$ cat src/rtl/spi_mem_pkg.sv
// Shared widths, R/W encoding and FSM states for the spimemory SPI master.
package spi_mem_pkg;

    localparam int ADDR_W  = 7;
    localparam int DATA_W  = 8;
    localparam int FRAME_W = 16;

    localparam logic RW_READ  = 1'b1;
    localparam logic RW_WRITE = 1'b0;

    typedef enum logic [1:0] {
        IDLE,
        SHIFT,
        GAP
    } state_t;

endpackage

$ cat src/rtl/spi_sclk_gen.sv
// SPI clock generator: CLKDIV system clocks per sclk half-period, low first after enable.
module spi_sclk_gen #(
    parameter int CLKDIV = 4
) (
    input  logic clk,
    input  logic reset,
    input  logic en,
    output logic sclk,
    output logic rise,
    output logic fall,
    output logic period_done
);

    localparam int PHASE_W = (CLKDIV > 1) ? $clog2(CLKDIV) : 1;
    localparam logic [PHASE_W-1:0] PHASE_LAST = PHASE_W'(CLKDIV - 1);

    logic [PHASE_W-1:0] phase;
    logic               half_done;

    // Strobes mark the clk edge on which sclk is about to toggle.
    assign half_done   = en && (phase == PHASE_LAST);
    assign rise        = half_done && !sclk;
    assign fall        = half_done && sclk;
    assign period_done = fall;

    always_ff @(posedge clk or posedge reset) begin
        if (reset) begin
            phase <= '0;
            sclk  <= 1'b0;
        end else if (!en) begin
            phase <= '0;
            sclk  <= 1'b0;
        end else if (half_done) begin
            phase <= '0;
            sclk  <= !sclk;
        end else begin
            phase <= phase + PHASE_W'(1);
        end
    end

endmodule

$ cat src/rtl/spi_mem_master.sv
// Bus-side SPI master: turns one word read/write request into a 16-bit spimemory frame,
// then holds cs high for IDLE_CYCLES sclk periods so the slave can return to its start state.
module spi_mem_master
    import spi_mem_pkg::*;
#(
    parameter int CLKDIV      = 4,
    parameter int IDLE_CYCLES = 2
) (
    input  logic              clk,
    input  logic              reset,
    input  logic              req_valid,
    output logic              req_ready,
    input  logic              req_rw,
    input  logic [ADDR_W-1:0] req_addr,
    input  logic [DATA_W-1:0] req_wdata,
    output logic              rsp_valid,
    output logic [DATA_W-1:0] rsp_rdata,
    output logic              busy,
    output logic              sclk,
    output logic              cs,
    output logic              mosi_pin,
    input  logic              miso_pin
);

    localparam int GAP_W = ($clog2(2 * IDLE_CYCLES) > 0) ? $clog2(2 * IDLE_CYCLES) : 1;
    localparam logic [GAP_W-1:0] GAP_LAST = GAP_W'(2 * IDLE_CYCLES - 1);

    state_t               state;
    state_t               next_state;
    logic [FRAME_W-2:0]   frame_tail;
    logic [DATA_W-1:0]    rdata;
    logic [3:0]           bit_cnt;
    logic [GAP_W-1:0]     gap_cnt;
    logic                 is_read;
    logic                 accept;
    logic                 last_slot;
    logic                 sclk_rise;
    logic                 sclk_fall;
    logic                 sclk_period_done;

    assign req_ready = (state == IDLE);
    assign busy      = !req_ready;
    assign accept    = req_valid && req_ready;
    assign last_slot = (bit_cnt == 4'd15);

    spi_sclk_gen #(
        .CLKDIV(CLKDIV)
    ) u_sclk_gen (
        .clk        (clk),
        .reset      (reset),
        .en         (state != IDLE),
        .sclk       (sclk),
        .rise       (sclk_rise),
        .fall       (sclk_fall),
        .period_done(sclk_period_done)
    );

    always_ff @(posedge clk or posedge reset) begin
        if (reset) begin
            state <= IDLE;
        end else begin
            state <= next_state;
        end
    end

    always_comb begin
        next_state = state;
        unique case (state)
            IDLE:    if (accept) next_state = SHIFT;
            SHIFT:   if (sclk_fall && last_slot) next_state = GAP;
            GAP:     if (sclk_period_done && (gap_cnt == GAP_LAST)) next_state = IDLE;
            default: next_state = IDLE;
        endcase
    end

    // The first frame bit goes straight to mosi_pin on accept; frame_tail holds the rest.
    // Read frames carry zeros in the data slots regardless of req_wdata.
    always_ff @(posedge clk or posedge reset) begin
        if (reset) begin
            frame_tail <= '0;
            rdata      <= '0;
            bit_cnt    <= '0;
            gap_cnt    <= '0;
            is_read    <= 1'b0;
            cs         <= 1'b1;
            mosi_pin   <= 1'b0;
            rsp_valid  <= 1'b0;
            rsp_rdata  <= '0;
        end else begin
            rsp_valid <= 1'b0;
            case (state)
                IDLE: begin
                    if (accept) begin
                        frame_tail <= {req_addr[ADDR_W-2:0], req_rw,
                                       (req_rw == RW_READ) ? {DATA_W{1'b0}} : req_wdata};
                        is_read    <= (req_rw == RW_READ);
                        mosi_pin   <= req_addr[ADDR_W-1];
                        cs         <= 1'b0;
                        bit_cnt    <= '0;
                    end
                end
                SHIFT: begin
                    if (sclk_rise && bit_cnt[3]) begin
                        rdata <= {rdata[DATA_W-2:0], miso_pin};
                    end
                    if (sclk_fall) begin
                        if (last_slot) begin
                            cs        <= 1'b1;
                            mosi_pin  <= 1'b0;
                            rsp_valid <= 1'b1;
                            gap_cnt   <= '0;
                            if (is_read) begin
                                rsp_rdata <= rdata;
                            end
                        end else begin
                            mosi_pin   <= frame_tail[FRAME_W-2];
                            frame_tail <= {frame_tail[FRAME_W-3:0], 1'b0};
                            bit_cnt    <= bit_cnt + 4'd1;
                        end
                    end
                end
                GAP: begin
                    if (sclk_rise || sclk_fall) begin
                        gap_cnt <= gap_cnt + GAP_W'(1);
                    end
                end
                default: ;
            endcase
        end
    end

endmodule

$ cat config.mk
export PLATFORM = sky130hd
export DESIGN_NAME = spi_mem_master
export DESIGN_NICKNAME = d
export VERILOG_FILES = /design/src/rtl/spi_mem_pkg.sv /design/src/rtl/spi_sclk_gen.sv /design/src/rtl/spi_mem_master.sv
export SDC_FILE = /design/constraint.sdc
export NUM_CORES = 1
export LEC_CHECK = 0
export ABC_AREA = 0
export BUFFER_PORTS_ARGS = -buffer_cell sky130_fd_sc_hd__buf_4
export CORE_ASPECT_RATIO = 1.2
export CORE_MARGIN = 2
export CORE_UTILIZATION = 55
export CTS_CLUSTER_DIAMETER = 50
export CTS_CLUSTER_SIZE = 40
export DETAILED_ROUTE_END_ITERATION = 8
export PLACE_DENSITY = 0.78
export SLEW_MARGIN = 20
export SYNTH_ARGS = -nofsm -noshare
export SYNTH_HDL_FRONTEND = slang
export SYNTH_HIERARCHICAL = 1
export SYNTH_SLANG_ARGS = --single-unit
$ cat constraint.sdc
create_clock -name clk -period 2.6 [get_ports clk]
set_clock_uncertainty 0.05 [all_clocks]
set_input_delay 0 -clock clk [delete_from_list [all_inputs] [get_ports clk]]
set_output_delay 0 -clock clk [all_outputs]
set_load 0.01 [all_outputs]
==> impl_metrics.json, run 1 <==
{
  "clkTransAtPathRegs_ns": 0.08,
  "area.growth.synth_to_final_pct": 17.2,
  "detail_route.vias_per_cell": 5.50,
  "dominant_cells_by_area_after_synthesis": "sky130_fd_sc_hd__dfrtp_1 (51%), sky130_fd_sc_hd__mux2_2 (18%), sky130_fd_sc_hd__mux2_4 (4.1%)",
  "yosysUniqueCellTypes": 37,
  "ctsResizeCount": 0,
  "ys_seq_elements": 46,
  "share_seq_of_total_power": 0.491,
  "floorplan.die_area_um2": 4500,
  "final_nets": 227,
  "crit_path_end_kind": "flop",
  "placed_instances": 248,
  "synth_top_cell_by_area": "sky130_fd_sc_hd__dfrtp_1",
  "endpoints_failing_hold": 0,
  "power.internal_mw": 1.47,
  "synth.cell_area_um2": 2190,
  "finalCriticalPeriod_ns": 2.18,
  "grt_pass1_vias": 1474,
  "wl_per_cell_um": 15.0,
  "detailed_place.area_um2": 2450,
  "place.port_buffers": 33,
  "initial_antenna_violation_count": 0,
  "clock_tree_from_tritoncts": "done",
  "grt_max_degree": 29,
  "sw_frac_of_total": 0.289,
  "pins_over_slew_limit": 0,
  "final_wl_mm": 3.87,
  "worstPathRequired_ns": 2.73,
  "cts.sink_count": 46,
  "synthMostInstantiatedCell": "sky130_fd_sc_hd__dfrtp_1",
  "h-tree-depth": 2,
  "switchingPower_mw": 0.596,
  "firstDrtPassIters": 5,
  "antenna_left": 0,
  "antennaDiodeCount": 0,
  "layout.cell_area.non_filler_um2": 2560,
  "floorplan.io_pins": 34,
  "critPathMaxFanout": 9,
  "number_of_buffers_added_by_the_clock_tree_synthesis_step": 5,
  "global_route.overflow_total": 0,
  "syn_inst": 165,
  "finish.cell_count_without_fillers": 258,
  "synth_seq_area_share": 0.527,
  "dpl.hpwl_mm": 2.82,
  "die-width_um": 61.6,
  "bufs_on_longest_clock_path": 2,
  "vias": 1419,
  "synthArstFlopShare": 1.00,
  "grt_setup_unrepaired": "no",
  "detail_route.iter0.violations": 41,
  "totalPowerFinal_mw": 2.06,
  "insertion_delay_ns": 0.29,
  "vdd_drop_max_uv": 551,
  "dieHeight_um": 73.1,
  "timing.setup.tns_ns": 0,
  "drive_gt1_frac": 0.436,
  "min-delay-path-class": "in -> reg",
  "p_comb_frac": 0.314,
  "final-setup-viol-count": 0,
  "fmax_mhz": 459,
  "drc": 0,
  "row_count": 25,
  "grt_overall_usage": 0.199,
  "power_density_nw_per_um2": 805,
  "worst-slew-pin-transition_ns": 0.696,
  "crit_arrival_ns": 2.31,
  "static_leakage_nw": 1.27,
  "layout_worst_path_cycle_share": 0.839,
  "max-cap-violations": 0,
  "syn_avg_cell_area_um2": 13.3,
  "yosysWarningCount": 6,
  "max-slew-margin-rel": 0.536,
  "cts.root.buffer_cell": "sky130_fd_sc_hd__clkbuf_8",
  "post_syn_nets": 188,
  "synth-edff-count": 0,
  "outcome": "finished, final reports clean",
  "clock_power_share": 0.194,
  "cp-start-kind": "flop",
  "synth.top_cell.area_share": 0.515,
  "first_pass_grt_wire_length_mm": 6.56,
  "yosys-top-cells-count": "sky130_fd_sc_hd__dfrtp_1 (45), sky130_fd_sc_hd__mux2_2 (35), sky130_fd_sc_hd__mux2i_1 (8), sky130_fd_sc_hd__inv_1 (7)",
  "initial_utilization": 0.564,
  "ys.flop_type": "sky130_fd_sc_hd__dfrtp_1",
  "coreArea_um2": 3880,
  "routability_congestion_estimate_from_global_placement": 0.885,
  "crit_type": "reg -> reg"
}
cell type report:
type                    instances  area, um2
clock buffers                   6       72.6
inverters                       7       26.3
well taps                      54       67.6
multi-input cells             105        937
clock inverters                 1       7.51
flip-flops and latches         46       1150
repair buffers                 39        300
fillers                       320       1320
per-layer routing:
layer,wire (um),vias to the layer above,track usage
met3,173,12,0.0656
met4,120,0,0.0946
li1,-,658,-
met2,2080,34,0.330
met1,1490,715,0.227
met5,0,-,0
cells in the final DEF, fill, tap and decap left out, types with 2 or more instances in the layout:
master,instances
sky130_fd_sc_hd__o211ai_1,2
sky130_fd_sc_hd__nand3_1,5
sky130_fd_sc_hd__clkbuf_8,5
sky130_fd_sc_hd__nor2b_1,6
sky130_fd_sc_hd__ha_1,3
sky130_fd_sc_hd__o21ai_0,5
sky130_fd_sc_hd__or2_2,2
sky130_fd_sc_hd__dfrtp_1,45
sky130_fd_sc_hd__mux2i_1,8
sky130_fd_sc_hd__nor3b_1,2
sky130_fd_sc_hd__mux2_2,35
sky130_fd_sc_hd__mux2_4,6
sky130_fd_sc_hd__a21o_1,2
sky130_fd_sc_hd__buf_4,36
sky130_fd_sc_hd__nand2_1,5
sky130_fd_sc_hd__nor2_1,4
sky130_fd_sc_hd__nand2b_1,4
sky130_fd_sc_hd__dlygate4sd3_1,3
sky130_fd_sc_hd__inv_1,7
repair_timing:
item	in CTS	in global routing
hold buffers	3	0
hold endpoints to repair	19	0
buffers inserted	0	0
flip-flops by register name, summed over array words and instances, names as in the netlist:
signal            cells
bit_cnt               4
cs                    1
frame_tail           15
gap_cnt               2
is_read               1
mosi_pin              1
rdata                 8
rsp_rdata             8
rsp_valid             1
state                 2
u_sclk_gen/phase      2
u_sclk_gen/sclk       1
stage by stage:
stage                util  hold slack (ns)  setup slack (ns)
global route        0.661          0.00616             0.322
finish              0.661           0.0122             0.420
detailed placement  0.633           -0.159             0.434
floorplan               -           -0.296             0.570
global placement    0.633           -0.170             0.515
CTS                 0.661          0.00142             0.419
power groups by stage:
stage               Clock, mW  Sequential, mW  Combinational (mW)
finish                  0.401            1.01               0.648
global route            0.453            1.04               0.711
CTS                     0.423            1.02               0.655
detailed placement          0            1.03               0.642
global placement            0            1.01               0.611
floorplan                   0           0.996               0.525
critical path: stages (launching register included):
cell and delay [ns]:
sky130_fd_sc_hd__dfrtp_1 0.46, sky130_fd_sc_hd__or2_2 0.38, sky130_fd_sc_hd__and3_2 0.27, sky130_fd_sc_hd__and3b_1 0.22, sky130_fd_sc_hd__nand3_1 0.30, sky130_fd_sc_hd__mux2_2 0.39
path summary, 6_finish.rpt:
kind,from,end,slack (ns),depth (start not counted)
max,state[1],rsp_rdata[1],0.42,5
min,req_addr[6],mosi_pin,0.01,3
max reg2reg,state[1],rsp_rdata[1],0.42,5
min reg2reg,u_sclk_gen/phase[0],u_sclk_gen/phase[0],0.41,1
max in group asynchronous,reset,rdata[5],1.45,4
min in group asynchronous,reset,u_sclk_gen/phase[0],0.08,3
cells by family (layout without fill, tap and decap cells):
family | count (synthesis) | in the layout | share of synthesized area
xor+xnor | 2 | 2 | 0.00801
simple gates | 36 | 36 | 0.0961
buf+inv | 14 | 53 | 0.0446
flops | 46 | 46 | 0.527
mux | 49 | 49 | 0.258
fa+ha+maj | 3 | 3 | 0.0172
compound gates | 15 | 15 | 0.0492
Note: power is estimated with default switching activity, not from simulation.
==> run 2: changes to the inputs <==
Settings changed: ABC_AREA 0 to 1, CORE_UTILIZATION 55 to 50, PLACE_DENSITY 0.78 to 0.74.
Clock period 2.6 ns to 1.87 ns, I/O delays scaled along.
==> impl_metrics.json, run 2 <==
{
  "outcome": "finished, final reports clean",
  "critPathMaxFanout": 6,
  "dpl.hpwl_mm": 3.15,
  "floorplan.die_area_um2": 4940,
  "ys_seq_elements": 46,
  "final_common_cell": "sky130_fd_sc_hd__nand2_1",
  "grt_pass1_vias": 1832,
  "crit_type": "reg -> reg",
  "vdd_drop_max_uv": 405,
  "drc": 0,
  "timing.setup.tns_ns": 0,
  "post_syn_nets": 305,
  "worst_path_largest_cell_delay_ns": 0.42,
  "routability_congestion_estimate_from_global_placement": 0.829,
  "synth-edff-count": 0,
  "cts.root.buffer_cell": "sky130_fd_sc_hd__clkbuf_8",
  "crit_path_top_delay_cell": "sky130_fd_sc_hd__dfrtp_1",
  "cp-start-kind": "flop",
  "yosysUniqueCellTypes": 19,
  "timing.critical_path.mode_cell": "sky130_fd_sc_hd__nand2_1",
  "insertion_delay_ns": 0.30,
  "wl_per_cell_um": 11.5,
  "bufs_on_longest_clock_path": 2,
  "synth.cell_area_um2": 2200,
  "worstPathRequired_ns": 2.06,
  "antennaDiodeCount": 0,
  "clock_tree_from_tritoncts": "done",
  "yosysWarningCount": 6,
  "synthArstFlopShare": 1.00,
  "final-setup-viol-count": 0,
  "worst_path_cell_trace": "nor2_1 -> inv_1 -> nand2_1 -> nor2_2 -> nand3_2 -> o21ai_0 -> nand2_1 -> nand2_1",
  "h-tree-depth": 2,
  "initial_utilization": 0.519,
  "crit_path_end_kind": "flop",
  "grt_setup_unrepaired": "no",
  "global_route.overflow_total": 0,
  "final_nets": 359,
  "grt_overall_usage": 0.204,
  "die-width_um": 64.5,
  "min-delay-path-class": "in -> async",
  "filler_cell_count": 387,
  "ys.flop_type": "sky130_fd_sc_hd__dfrtp_1",
  "buf_inv_stages_crit_path": 1,
  "syn_inst": 282,
  "cpLargestDelayFamily": "simple AND/OR/NAND/NOR gates",
  "largest_register_ff_count": 15,
  "vias": 1913,
  "dieHeight_um": 76.6,
  "worst-slew-pin-transition_ns": 0.547,
  "floorplan.io_pins": 34,
  "synth.top_cell.area_share": 0.513,
  "reg.largest.list": "frame_tail (15), rdata (8), rsp_rdata (8)",
  "crit_arrival_ns": 1.82,
  "layout_common_cells": "sky130_fd_sc_hd__nand2_1 (119), sky130_fd_sc_hd__dfrtp_1 (45), sky130_fd_sc_hd__nand3_1 (44)",
  "yosys-top-cells-count": "sky130_fd_sc_hd__nand2_1 (120), sky130_fd_sc_hd__dfrtp_1 (45), sky130_fd_sc_hd__nand3_1 (45), sky130_fd_sc_hd__inv_1 (26), sky130_fd_sc_hd__o21ai_0 (11)",
  "detail_route.iter0.violations": 99,
  "initial_antenna_violation_count": 0,
  "synthMostInstantiatedCell": "sky130_fd_sc_hd__nand2_1",
  "power_density_nw_per_um2": 621,
  "drive_gt1_frac": 0.172,
  "firstDrtPassIters": 4,
  "place.port_buffers": 33,
  "pins_over_slew_limit": 0,
  "static_leakage_nw": 1.53,
  "dominant_cells_by_area_after_synthesis": "sky130_fd_sc_hd__dfrtp_1 (51%), sky130_fd_sc_hd__nand2_1 (21%), sky130_fd_sc_hd__nand3_1 (10%)",
  "max-slew-margin-rel": 0.634,
  "first_pass_grt_wire_length_mm": 7.99,
  "max-cap-violations": 0,
  "registers.top_by_ff_count": "frame_tail",
  "layout_worst_path_cycle_share": 0.875,
  "synth_top_cell_by_area": "sky130_fd_sc_hd__dfrtp_1",
  "coreArea_um2": 4230,
  "detail_route.vias_per_cell": 4.87,
  "grt_max_degree": 29,
  "synth_seq_area_share": 0.525,
  "layout.core_utilization": 0.656,
  "clkTransAtPathRegs_ns": 0.09,
  "finalCriticalPeriod_ns": 1.64,
  "area.growth.synth_to_final_pct": 26.3,
  "cts.sink_count": 46,
  "number_of_buffers_added_by_the_clock_tree_synthesis_step": 5,
  "row_count": 26,
  "fmax_mhz": 611,
  "final_wl_mm": 4.50,
  "syn_avg_cell_area_um2": 7.79,
  "endpoints_failing_hold": 0,
  "postCtsSetupBuffers": 0,
  "antenna_left": 0
}
run 2: cell types whose count changed in the layout (fill, tap and decap cells not counted), moves of 8 or more:
cell	before	now
sky130_fd_sc_hd__dlygate4sd3_1	3	17
sky130_fd_sc_hd__inv_1	7	26
sky130_fd_sc_hd__nand2_1	5	119
sky130_fd_sc_hd__mux2i_1	8	0
sky130_fd_sc_hd__nand3_1	5	44
sky130_fd_sc_hd__mux2_2	35	0
run 2: metal layers:
metal / vias to the layer above / track usage / wire length, um
met2: 45 / 0.342 / 2240
met1: 876 / 0.263 / 2060
li1: 988 / - / -
met3: 4 / 0.0502 / 170
met5: - / 0 / 0
met4: 0 / 0.0511 / 25
run 2: logic make-up after synthesis:
kind of cell | Yosys count | synth area share
AOI/OAI and AO/OA | 12 | 0.0285
adders and majority gates | 3 | 0.0171
buffers and inverters | 38 | 0.0786
and+or+nand+nor | 183 | 0.351
DFF | 46 | 0.525
run 2: final timing paths:
check                                           end  slack (ns)  cells past startpoint                start
worst max register to register           gap_cnt[1]        0.23                      8             state[0]
max in group asynchronous                        cs        1.17                      4                reset
min in group clk                            is_read        0.10                      3               req_rw
worst min register to register  u_sclk_gen/phase[0]        0.42                      1  u_sclk_gen/phase[0]
worst max-delay path                     gap_cnt[1]        0.23                      8             state[0]
worst min-delay path            u_sclk_gen/phase[1]        0.08                      3                reset
run 2: area by class of cell:
class                   instances  area (um2)  share of cell area
inverters                      27         101              0.0366
flip-flops and latches         46        1150               0.416
multi-input cells             198         881               0.318
repair buffers                 58         478               0.172
well taps                      56        70.1              0.0253
clock inverters                 3        21.3             0.00767
clock buffers                   5        68.8              0.0248
run 2: tightest hold or removal path: stages:
cell,delay [ns]
sky130_fd_sc_hd__dlygate4sd3_1,0.53
sky130_fd_sc_hd__buf_4,0.13
sky130_fd_sc_hd__inv_1,0.11
run 2: report_power, final:
part           switching [mW]  internal [mW]
Combinational          0.0460         0.0623
Sequential            0.00548           1.00
Clock                   0.344          0.263
Total                   0.396           1.33
run 2: metrics by stage:
stage | hold WS (ns) | area, um2 | worst slack, ns | total power [mW] | cells
floorplan | -0.296 | 2200 | 0.101 | 1.06 | 282
global placement | -0.163 | 2500 | 0.152 | 1.11 | 368
detailed placement | -0.158 | 2500 | 0.0618 | 1.11 | 368
CTS | 0.0771 | 2760 | 0.0450 | 1.74 | 393
global route | 0.0820 | 2770 | 0.00215 | 1.78 | 393
finish | 0.0832 | 2770 | 0.234 | 1.72 | 393
run 2: repair_timing:
item | 4_1_cts | 5_1_grt
endpoints found under the setup margin | 0 | 12
hold endpoints to repair | 61 | 0
resized for setup | 0 | 3
hold buffers | 17 | 0
==> run 3: changes to the inputs <==
Settings changed: CORE_ASPECT_RATIO 1.2 to default, MAX_ROUTING_LAYER from default to met4, SKIP_LAST_GASP from default to 1.
==> impl_metrics.json, run 3 (synthesis results as in run 2) <==
{
  "outcome": "finished, final reports clean",
  "reg.largest.list": "frame_tail (15), rdata (8), rsp_rdata (8)",
  "critPathMaxFanout": 16,
  "insertion_delay_ns": 0.30,
  "antennaDiodeCount": 0,
  "vias": 1886,
  "flop2flop_setup_slack_ns": 0.25,
  "max-cap-violations": 0,
  "hold_crit_endpoint": "frame_tail[14]",
  "clock_power_share": 0.394,
  "floorplan.io_pins": 34,
  "grt_util_met2": 0.313,
  "registers.top_by_ff_count": "frame_tail",
  "coreArea_um2": 4290,
  "power_density_nw_per_um2": 664,
  "routability_congestion_estimate_from_global_placement": 0.845,
  "final-setup-viol-count": 0,
  "cts.root.buffer_cell": "sky130_fd_sc_hd__clkbuf_8",
  "cp-start-kind": "flop",
  "grt_pass1_vias": 1805,
  "crit_path_end_kind": "flop",
  "sw_frac_of_total": 0.208,
  "crit_path_top_delay_cell": "sky130_fd_sc_hd__dfrtp_1",
  "global_route.overflow_total": 0,
  "layout.cell_area.non_filler_um2": 2770,
  "globalRouteMet1Util": 0.274,
  "grt_use_met3": 0.0375,
  "r2r.worst_path.cells": 8,
  "final_wl_mm": 4.47,
  "pins_over_slew_limit": 0,
  "worst-slew-pin-transition_ns": 0.553,
  "timing.critical_path.mode_cell": "sky130_fd_sc_hd__nand2_1",
  "floorplan.die_area_um2": 4940,
  "vdd_drop_max_uv": 424,
  "finalCriticalPeriod_ns": 1.62,
  "grt_overall_usage": 0.206,
  "clkTransAtPathRegs_ns": 0.08,
  "detailed_place.area_um2": 2470,
  "drive_gt1_frac": 0.168,
  "power.internal_mw": 1.45,
  "wl_per_cell_um": 11.6,
  "die-width_um": 70.3,
  "layout_common_cells": "sky130_fd_sc_hd__nand2_1 (119), sky130_fd_sc_hd__dfrtp_1 (45), sky130_fd_sc_hd__nand3_1 (43)",
  "initial_antenna_violation_count": 0,
  "hold_path.startpoint": "req_valid",
  "drc": 0,
  "grt_setup_unrepaired": "no",
  "buf_inv_stages_crit_path": 1,
  "dieHeight_um": 70.3,
  "clock_tree_from_tritoncts": "done",
  "row_count": 24,
  "final_nets": 356,
  "worst_path_cell_trace": "nor2_1 -> inv_1 -> nand2_1 -> nor2_2 -> nand3_1 -> nand2_2 -> nand2_1 -> nand2_1",
  "share_seq_of_total_power": 0.548,
  "crit-reg2reg-capture": "frame_tail[10]",
  "p_comb_frac": 0.058,
  "number_of_buffers_added_by_the_clock_tree_synthesis_step": 5,
  "area.growth.synth_to_final_pct": 26.1,
  "hold_depth": 4,
  "crit_type": "reg -> reg",
  "largest_register_ff_count": 15,
  "endpoints_failing_hold": 0,
  "worstPathRequired_ns": 2.05,
  "timing.setup.tns_ns": 0,
  "setup_ws_ns": 0.250,
  "regToRegStartpoint": "state[0]",
  "detail_route.iter0.violations": 83,
  "detail_route.vias_per_cell": 4.89,
  "bufs_on_longest_clock_path": 2,
  "postCtsSetupBuffers": 0,
  "final_common_cell": "sky130_fd_sc_hd__nand2_1",
  "min-delay-path-class": "in -> reg",
  "globalRoute.busiestLayer": "met2",
  "worst_path_largest_cell_delay_ns": 0.43,
  "grt_max_degree": 44,
  "static_leakage_nw": 1.52,
  "h-tree-depth": 2,
  "layout_worst_path_cycle_share": 0.866,
  "max-slew-margin-rel": 0.631,
  "antenna_left": 0,
  "first_pass_grt_wire_length_mm": 7.91,
  "place.port_buffers": 33,
  "fmax_mhz": 617,
  "dp_slack_ns": 0.0805,
  "dpl.hpwl_mm": 2.97,
  "crit_arrival_ns": 1.80,
  "initial_utilization": 0.511,
  "switchingPower_mw": 0.383,
  "cts.sink_count": 46,
  "firstDrtPassIters": 4,
  "cpLargestDelayFamily": "simple AND/OR/NAND/NOR gates"
}
==> run 3: changes by cell type in the layout (fill, tap and decap cells not counted), sizes merged <==
cell	previous run	this run
buf	41	38
clkinvlp	1	0
bufinv	0	1
==> run 3: repair_timing <==
item,CTS,global route
gates resized for setup,0,4
setup endpoints to repair,0,11
endpoints found under the hold margin,61,0
hold buffers,17,0
==> run 3: through the flow <==
| step | hold slack, ns | std cells | utilization | power, mW |
|---|---|---|---|---|
| after floorplan | -0.296 | 282 | - | 1.06 |
| after global placement | -0.165 | 361 | 0.576 | 1.10 |
| after detailed placement | -0.164 | 361 | 0.576 | 1.11 |
| after CTS | 0.0257 | 386 | 0.641 | 1.85 |
| after global routing | 0.0568 | 386 | 0.645 | 1.91 |
| final | 0.0323 | 386 | 0.645 | 1.84 |
==> run 3: per-layer routing <==
layer	vias to the layer above	part of all wire
met3	7	0.044
met1	856	0.46
met4	0	0.015
li1	982	-
met5	-	0
met2	41	0.48
==> run 3: worst max path at each step <==
| stage | from | end | slack, ns | cells after the start |
|---|---|---|---|---|
| after floorplan | state[0] | rsp_rdata[0] | 0.10 | 9 |
| after global placement | state[0] | rsp_rdata[2] | 0.14 | 9 |
| after detailed placement | state[0] | rsp_rdata[4] | 0.08 | 9 |
| after CTS | state[0] | rsp_rdata[4] | 0.06 | 9 |
| after global routing | state[0] | rsp_rdata[2] | 0.08 | 9 |
| final | state[0] | frame_tail[10] | 0.25 | 8 |
==> run 3: worst register-to-register path, stage by stage, from the launching register on <==
cell                      delay, ns
sky130_fd_sc_hd__dfrtp_1       0.43
sky130_fd_sc_hd__nor2_1        0.10
sky130_fd_sc_hd__inv_1         0.12
sky130_fd_sc_hd__nand2_1       0.08
sky130_fd_sc_hd__nor2_2        0.17
sky130_fd_sc_hd__nand3_1       0.15
sky130_fd_sc_hd__nand2_2       0.28
sky130_fd_sc_hd__nand2_1       0.09
sky130_fd_sc_hd__nand2_1       0.08
==> run 3: area by class of cell <==
type	instances	area, um2
fillers	364	1530
flip-flops and latches	46	1150
multi-input cells	198	886
repair buffers	55	455
inverters	27	101
clock buffers	5	68.8
well taps	52	65.1
clock inverters	3	40.0
==> run 3: power groups by stage <==
stage          Combinational (mW)  Sequential [mW]  Clock [mW]
6_report                    0.107             1.01       0.725
5_1_grt                     0.121             1.01       0.783
4_1_cts                     0.108             1.01       0.738
3_5_place_dp               0.0797             1.03           0
3_3_place_gp               0.0789             1.03           0
2_1_floorplan              0.0381             1.02           0
